`src/rtl/uart8_pkg.sv`:
```
// Shared types and constants for the 8-bit UART transmit path.
package uart8_pkg;

  localparam int UART8_DATA_W = 8;

  typedef enum logic [1:0] {
    IDLE  = 2'd0,
    START = 2'd1,
    SEND  = 2'd2
  } txState_t;

  // Bits needed to index n values; never less than 1 so vectors stay legal.
  function automatic int cntWidth(input int n);
    return (n < 2) ? 1 : $clog2(n);
  endfunction

endpackage

```
`src/rtl/uart8_tx_arbiter_rr_arbiter.sv`:
```
// Rotate-priority picker: first set request at or above ptr, wrapping around.
module rr_arbiter
  import uart8_pkg::*;
#(
  parameter int NUM_REQ = 4
) (
  input  logic [NUM_REQ-1:0]                  reqVec,
  input  logic [cntWidth(NUM_REQ)-1:0]        ptr,
  output logic [NUM_REQ-1:0]                  grantOh,
  output logic [cntWidth(NUM_REQ)-1:0]        grantIdx,
  output logic                                anyValid
);

  localparam int IW = cntWidth(NUM_REQ);

  logic [IW-1:0] cand;

  always_comb begin
    grantOh  = '0;
    grantIdx = '0;
    anyValid = 1'b0;
    cand     = '0;
    for (int off = 0; off < NUM_REQ; off++) begin
      cand = IW'((int'(ptr) + off) % NUM_REQ);
      if (!anyValid && reqVec[cand]) begin
        anyValid       = 1'b1;
        grantIdx       = cand;
        grantOh[cand]  = 1'b1;
      end
    end
  end

endmodule

```
`src/rtl/uart8_tx_arbiter.sv`:
```
// Round-robin sharing of the UART transmitter between NUM_REQ byte producers,
// with a start watchdog for a transmitter that never reports busy.
//
//   state | meaning
//   IDLE  | waiting for en, transmitter idle and a pending request
//   START | txStart held, waiting for txBusy (watchdog running)
//   SEND  | frame in flight, waiting for txDone or txBusy low
module uart8_tx_arbiter
  import uart8_pkg::*;
#(
  parameter int NUM_REQ       = 4,
  parameter int START_TIMEOUT = 65535
) (
  input  logic                          clk,
  input  logic                          rstN,
  input  logic                          en,
  input  logic [NUM_REQ-1:0]            reqValid,
  input  logic [NUM_REQ*8-1:0]          reqData,
  output logic [NUM_REQ-1:0]            reqReady,
  output logic [$clog2(NUM_REQ)-1:0]    grantId,
  output logic                          txEn,
  output logic                          txStart,
  output logic [7:0]                    txIn,
  input  logic                          txBusy,
  input  logic                          txDone,
  output logic                          errTimeout
);

  localparam int IW = cntWidth(NUM_REQ);
  localparam int CW = cntWidth(START_TIMEOUT + 1);

  txState_t                state, stateNext;
  logic [IW-1:0]           ptr, ptrNext;
  logic [IW-1:0]           grantIdNext;
  logic [NUM_REQ-1:0]      reqReadyNext;
  logic [UART8_DATA_W-1:0] txInNext, selByte;
  logic                    errTimeoutNext;
  logic [CW-1:0]           wdCnt, wdCntNext;

  logic [NUM_REQ-1:0]      grantOh;
  logic [IW-1:0]           winIdx;
  logic                    anyValid;

  rr_arbiter #(.NUM_REQ(NUM_REQ)) uArb (
    .reqVec   (reqValid),
    .ptr      (ptr),
    .grantOh  (grantOh),
    .grantIdx (winIdx),
    .anyValid (anyValid)
  );

  always_comb begin
    selByte = '0;
    for (int i = 0; i < NUM_REQ; i++) begin
      if (grantOh[i]) selByte = selByte | reqData[8*i +: 8];
    end
  end

  always_comb begin
    stateNext      = state;
    ptrNext        = ptr;
    grantIdNext    = grantId;
    txInNext       = txIn;
    reqReadyNext   = '0;
    errTimeoutNext = 1'b0;
    wdCntNext      = wdCnt;
    case (state)
      IDLE: begin
        if (en && !txBusy && anyValid) begin
          reqReadyNext = grantOh;
          grantIdNext  = winIdx;
          txInNext     = selByte;
          ptrNext      = (winIdx == IW'(NUM_REQ - 1)) ? '0 : winIdx + 1'b1;
          wdCntNext    = '0;
          stateNext    = START;
        end
      end
      START: begin
        if (txBusy) begin
          wdCntNext = '0;
          stateNext = SEND;
        end else if (wdCnt == CW'(START_TIMEOUT - 1)) begin
          // Byte is abandoned; ptr already moved past this requester.
          wdCntNext      = '0;
          errTimeoutNext = 1'b1;
          stateNext      = IDLE;
        end else if (wdCnt != {CW{1'b1}}) begin
          wdCntNext = wdCnt + 1'b1;
        end
      end
      SEND: begin
        if (txDone || !txBusy) stateNext = IDLE;
      end
      default: stateNext = IDLE;
    endcase
  end

  always_ff @(posedge clk or negedge rstN) begin
    if (!rstN) begin
      state      <= IDLE;
      ptr        <= '0;
      reqReady   <= '0;
      grantId    <= '0;
      txEn       <= 1'b0;
      txStart    <= 1'b0;
      txIn       <= '0;
      errTimeout <= 1'b0;
      wdCnt      <= '0;
    end else begin
      state      <= stateNext;
      ptr        <= ptrNext;
      reqReady   <= reqReadyNext;
      grantId    <= grantIdNext;
      txEn       <= en || (stateNext != IDLE);
      txStart    <= (stateNext == START);
      txIn       <= txInNext;
      errTimeout <= errTimeoutNext;
      wdCnt      <= wdCntNext;
    end
  end

endmodule

```
`config.mk`:
```
export PLATFORM = sky130hd
export DESIGN_NAME = uart8_tx_arbiter
export DESIGN_NICKNAME = d
export VERILOG_FILES = /design/src/rtl/uart8_pkg.sv /design/src/rtl/uart8_tx_arbiter_rr_arbiter.sv /design/src/rtl/uart8_tx_arbiter.sv
export SDC_FILE = /design/constraint.sdc
export NUM_CORES = 1
export LEC_CHECK = 0
export BUFFER_PORTS_ARGS = -buffer_cell sky130_fd_sc_hd__buf_2
export CORE_MARGIN = 2
export CORE_UTILIZATION = 40
export DETAILED_ROUTE_END_ITERATION = 7
export GPL_TIMING_DRIVEN = 0
export PLACE_DENSITY = 0.64
export SYNTH_ARGS = -nofsm -noshare
export SYNTH_HDL_FRONTEND = slang
export SYNTH_HIERARCHICAL = 1
export SYNTH_SLANG_ARGS = --single-unit
```
`constraint.sdc`:
```
create_clock -name clk -period 4 [get_ports clk]
set_input_delay 0.4 -clock clk [delete_from_list [all_inputs] [get_ports clk]]
set_output_delay 0.4 -clock clk [all_outputs]
set_load 0.02 [all_outputs]
```
==> summary.md <==
| Metric | Value |
|---|---|
| Status | finished clean |
| Placed cell area | 2690 um2 |
| Xor/xnor share of the synthesized area | 0.0378 |
| Antenna violations before repair | 0 |
| Min cycle time layout | 3.27 ns |
| Element type at the critical path end | flip-flop |
| Die W | between 80 and 90 um |
| Vias per cell | between 5 and 6 |
| Worst-skew pair later-pin latency | 0.29 ns |
| Num CTS Buffers | 5 |
| Relative max-transition margin | 0.445 |
| H-tree levels | 2 |
| Pwr Density | between 600 and 700 nW/um2 |
| Final wirelength | 5280 um |
| Post-synthesis simple-gate area fraction | 0.237 |
| Post-synth EDFFs | 0 |
| Clock Skew | just under 0.007 ns |
| Placed insts | 359 |
| Unrepaired setup endpoints after global routing | false |
| TritonCTS clock tree | done |
| Diodes inserted | 0 |
| Total Die Area | approximately 6400 um2 |
| Required @ worst endpoint | 4.18 ns |
| Final hold violations | 0 |
| Design area | 2830 um2 |
| Slowest stage cell, crit path | dfrtp_1 |
| Gr ovfl total | 0 |
| Post-CTS setup buffer count | 0 |
| RR Startpoint | ptr[1] |
| Post-DRT Antenna Nets | 0 |
| Post-layout net count | 343 |
| Kind of critical path | flip-flop to flip-flop |
| Sequential share of the synthesized area | 0.400 |
| Avg Cell Area, Syn | 10.1 um2 |
| Leak | 1.26 nW |
| Clk slew on worst S/H paths | around 0.080 ns |
| Area taken by multi-input logic gates | 1290 um2 |
| Avg WL per Cell | between 10 and 15 um |
| Reg2Reg Depth | 12 |
| Largest net degree at the start of global routing | 38 |
| First-pass GRT wire length | ~9300 um |
| Cell area after synthesis | 2320 um2 |
| HPWL Detailed | 3980 um |
| Ports | 58 |
| Synth Instances | 230 |
| Routed vias | 2018 |
| Slew @ Worst Pin | between 0.8 and 0.9 ns |
| Syn nets | 279 |
| Fillers | about 540 |
| CTS max path bufs | 2 |
| GPL Wtd Cong | 0.896 |
| Post-synth cell types | 50 |
| R2r endpoint | wdCnt[11] |
| CP Launch Type | flip-flop |
| Final slew viol count | 0 |
| Synth top area cells | dfrtp_1 (40%), nor2_1 (4.7%), ha_1 (4.3%), xnor2_1 (3.4%), a221oi_1 (3.0%) |
| Cts repair resizes | 0 |
| Largest family of logic cells by synthesized area | simple AND/OR/NAND/NOR gates |
| Top-area cell type share of the netlist area | 0.400 |
| Setup TNS | 0 ns |
| Crit Path Max Fanout | 10 |
| Synthesis-stage register bit count | 37 |
| Main synth FF type | dfrtp_1 |
| CP dominant cell by count | nor2_1 |
| PortBufs | 57 |
| DRC Markers | 0 |
| Sequential cell area | 926 um2 |
| Hold_buf cts | 0 |
| Register-to-register setup slack | 0.73 ns |
| Arrival @ worst endpoint | 3.45 ns |
| CTS sink count | 37 |
| Total core area | roughly 5500 um2 |
| Max-cap violations | 0 |
| Layout cell share with drive strength beyond 1 | 0.298 |
| Vias in the first global route | 2083 |
| Yosys warns | 6 |
| Fin cells | 367 |
| Synth area leader | dfrtp_1 |
| Final worst path period share | 0.817 |
| Async set-or-reset flop fraction in the synthesized netlist | 1.00 |
| Multiplexer share of the synthesized area | 0.0800 |
| Post-Synth Adder-Cell Area | 0.0432 |
| Max IR drop VDD | between 0.0003 and 0.0004 V |
| Initial DRC Count | about 140 |
| Root buf cell | clkbuf_8 |
| Area growth syn-to-layout | 22.0% |
| Endpoints failing setup | 0 |
| Starting Density | 0.418 |
| GR Util All Layers | 0.182 |
| Synth Area in Compound Gates | 0.162 |
| Die Y | 80.1 um |
| Worst hold path class | input pin to asynchronous set/reset pin |
| Worst-path cell chain | inv_1, ha_1, mux4_2, buf_6, nor3_1, nand2b_1, and4bb_2, nor2_1, buf_2, nor4_1, xnor2_1, nor2_1 |
| Pre-antenna DRT Iters | 4 |
| # rows | 27 |
| Max incr delay on CP | ~0.56 ns |
| Fmax | around 310 MHz |
## worst max-delay path: cells and delay by family, from the launching register on
kind	cells	cell delay [ns]
AND/OR/NAND/NOR	6	1.06
buffers and inverters	3	0.64
flip-flops	1	0.56
adder cells (fa/ha/maj)	1	0.39
multiplexers	1	0.33
XOR/XNOR	1	0.17
## where the power goes
part	internal, mW	total, mW	leakage (nW)	switching [mW]
clock network	0.248	0.386	0.0681	0.138
registers	0.457	0.522	0.481	0.0653
logic	0.438	1.01	0.710	0.576
total	1.14	1.92	1.26	0.780
## registers in the layout, summed over array words and instances (netlist names), 2 cells and up
register / cells
reqReady: 4
ptr: 2
state: 2
txIn: 8
grantId: 2
wdCnt: 16
## logic make-up (layout without fill, tap and decap cells)
family | after synthesis | after routing
adders and majority gates | 8 | 8
muxes | 12 | 12
and+or+nand+nor | 91 | 91
buffers and inverters | 19 | 84
DFF | 37 | 37
xor gates and xnor gates | 10 | 10
AOI/OAI and AO/OA | 53 | 53
## metrics by stage
step | setup WS (ns) | total power [mW] | hold slack (ns) | utilization
6_report | 0.732 | 1.92 | 0.206 | 0.510
5_1_grt | 0.482 | 2.07 | 0.277 | 0.510
4_1_cts | 0.745 | 1.94 | 0.239 | 0.510
3_5_place_dp | 0.773 | 1.55 | 0.495 | 0.486
3_3_place_gp | 0.782 | 1.53 | 0.486 | 0.486
2_1_floorplan | 1.23 | 1.28 | 0.104 | -
## synth_stat cells, types with 7 or more instances
cell type,n
dfrtp_1,37
nor2_1,29
a21oi_1,10
nand3_1,9
xnor2_1,9
a221oi_1,8
a22o_1,8
a22oi_1,8
ha_1,8
nor3_1,8
o21ai_0,8
clkbuf_1,7
## worst max path at each step
stage	start	to
2_1_floorplan	ptr[0]	wdCnt[11]
3_3_place_gp	ptr[1]	wdCnt[11]
3_5_place_dp	ptr[1]	wdCnt[11]
4_1_cts	ptr[1]	wdCnt[11]
5_1_grt	ptr[1]	wdCnt[3]
6_report	ptr[1]	wdCnt[11]
## cell type report
cell class	count	share of cell area
buffer	13	0.0257
clock buffer	5	0.0244
clock inverter	3	0.0230
inverter	6	0.00797
multi-input combinational	174	0.458
sequential	37	0.328
tap	72	0.0319
timing repair buffer	57	0.101
## cells in the final DEF (no fill, tap or decap), types with 3 or more instances in the layout
cell      count
buf_2        58
dfrtp_1      37
nor2_1       29
a21oi_1      10
nand3_1       9
xnor2_1       9
a22o_1        8
a221oi_1      8
nor3_1        8
o21ai_0       8
ha_1          8
a22oi_1       8
clkbuf_1      7
inv_1         6
mux2_2        6
nor4_1        6
and2_1        5
nand4_1       5
clkbuf_8      5
nand2_1       4
and3_1        4
or2_2         3
buf_6         3
a211oi_1      3
## routing by layer
layer	up-vias	routed length, um	track usage
met3	6	390	0.0584
met4	0	53	0.0424
li1	994	-	-
met5	-	0	0
met2	76	2420	0.301
met1	942	2420	0.232
(Power assumes the default switching activity.)
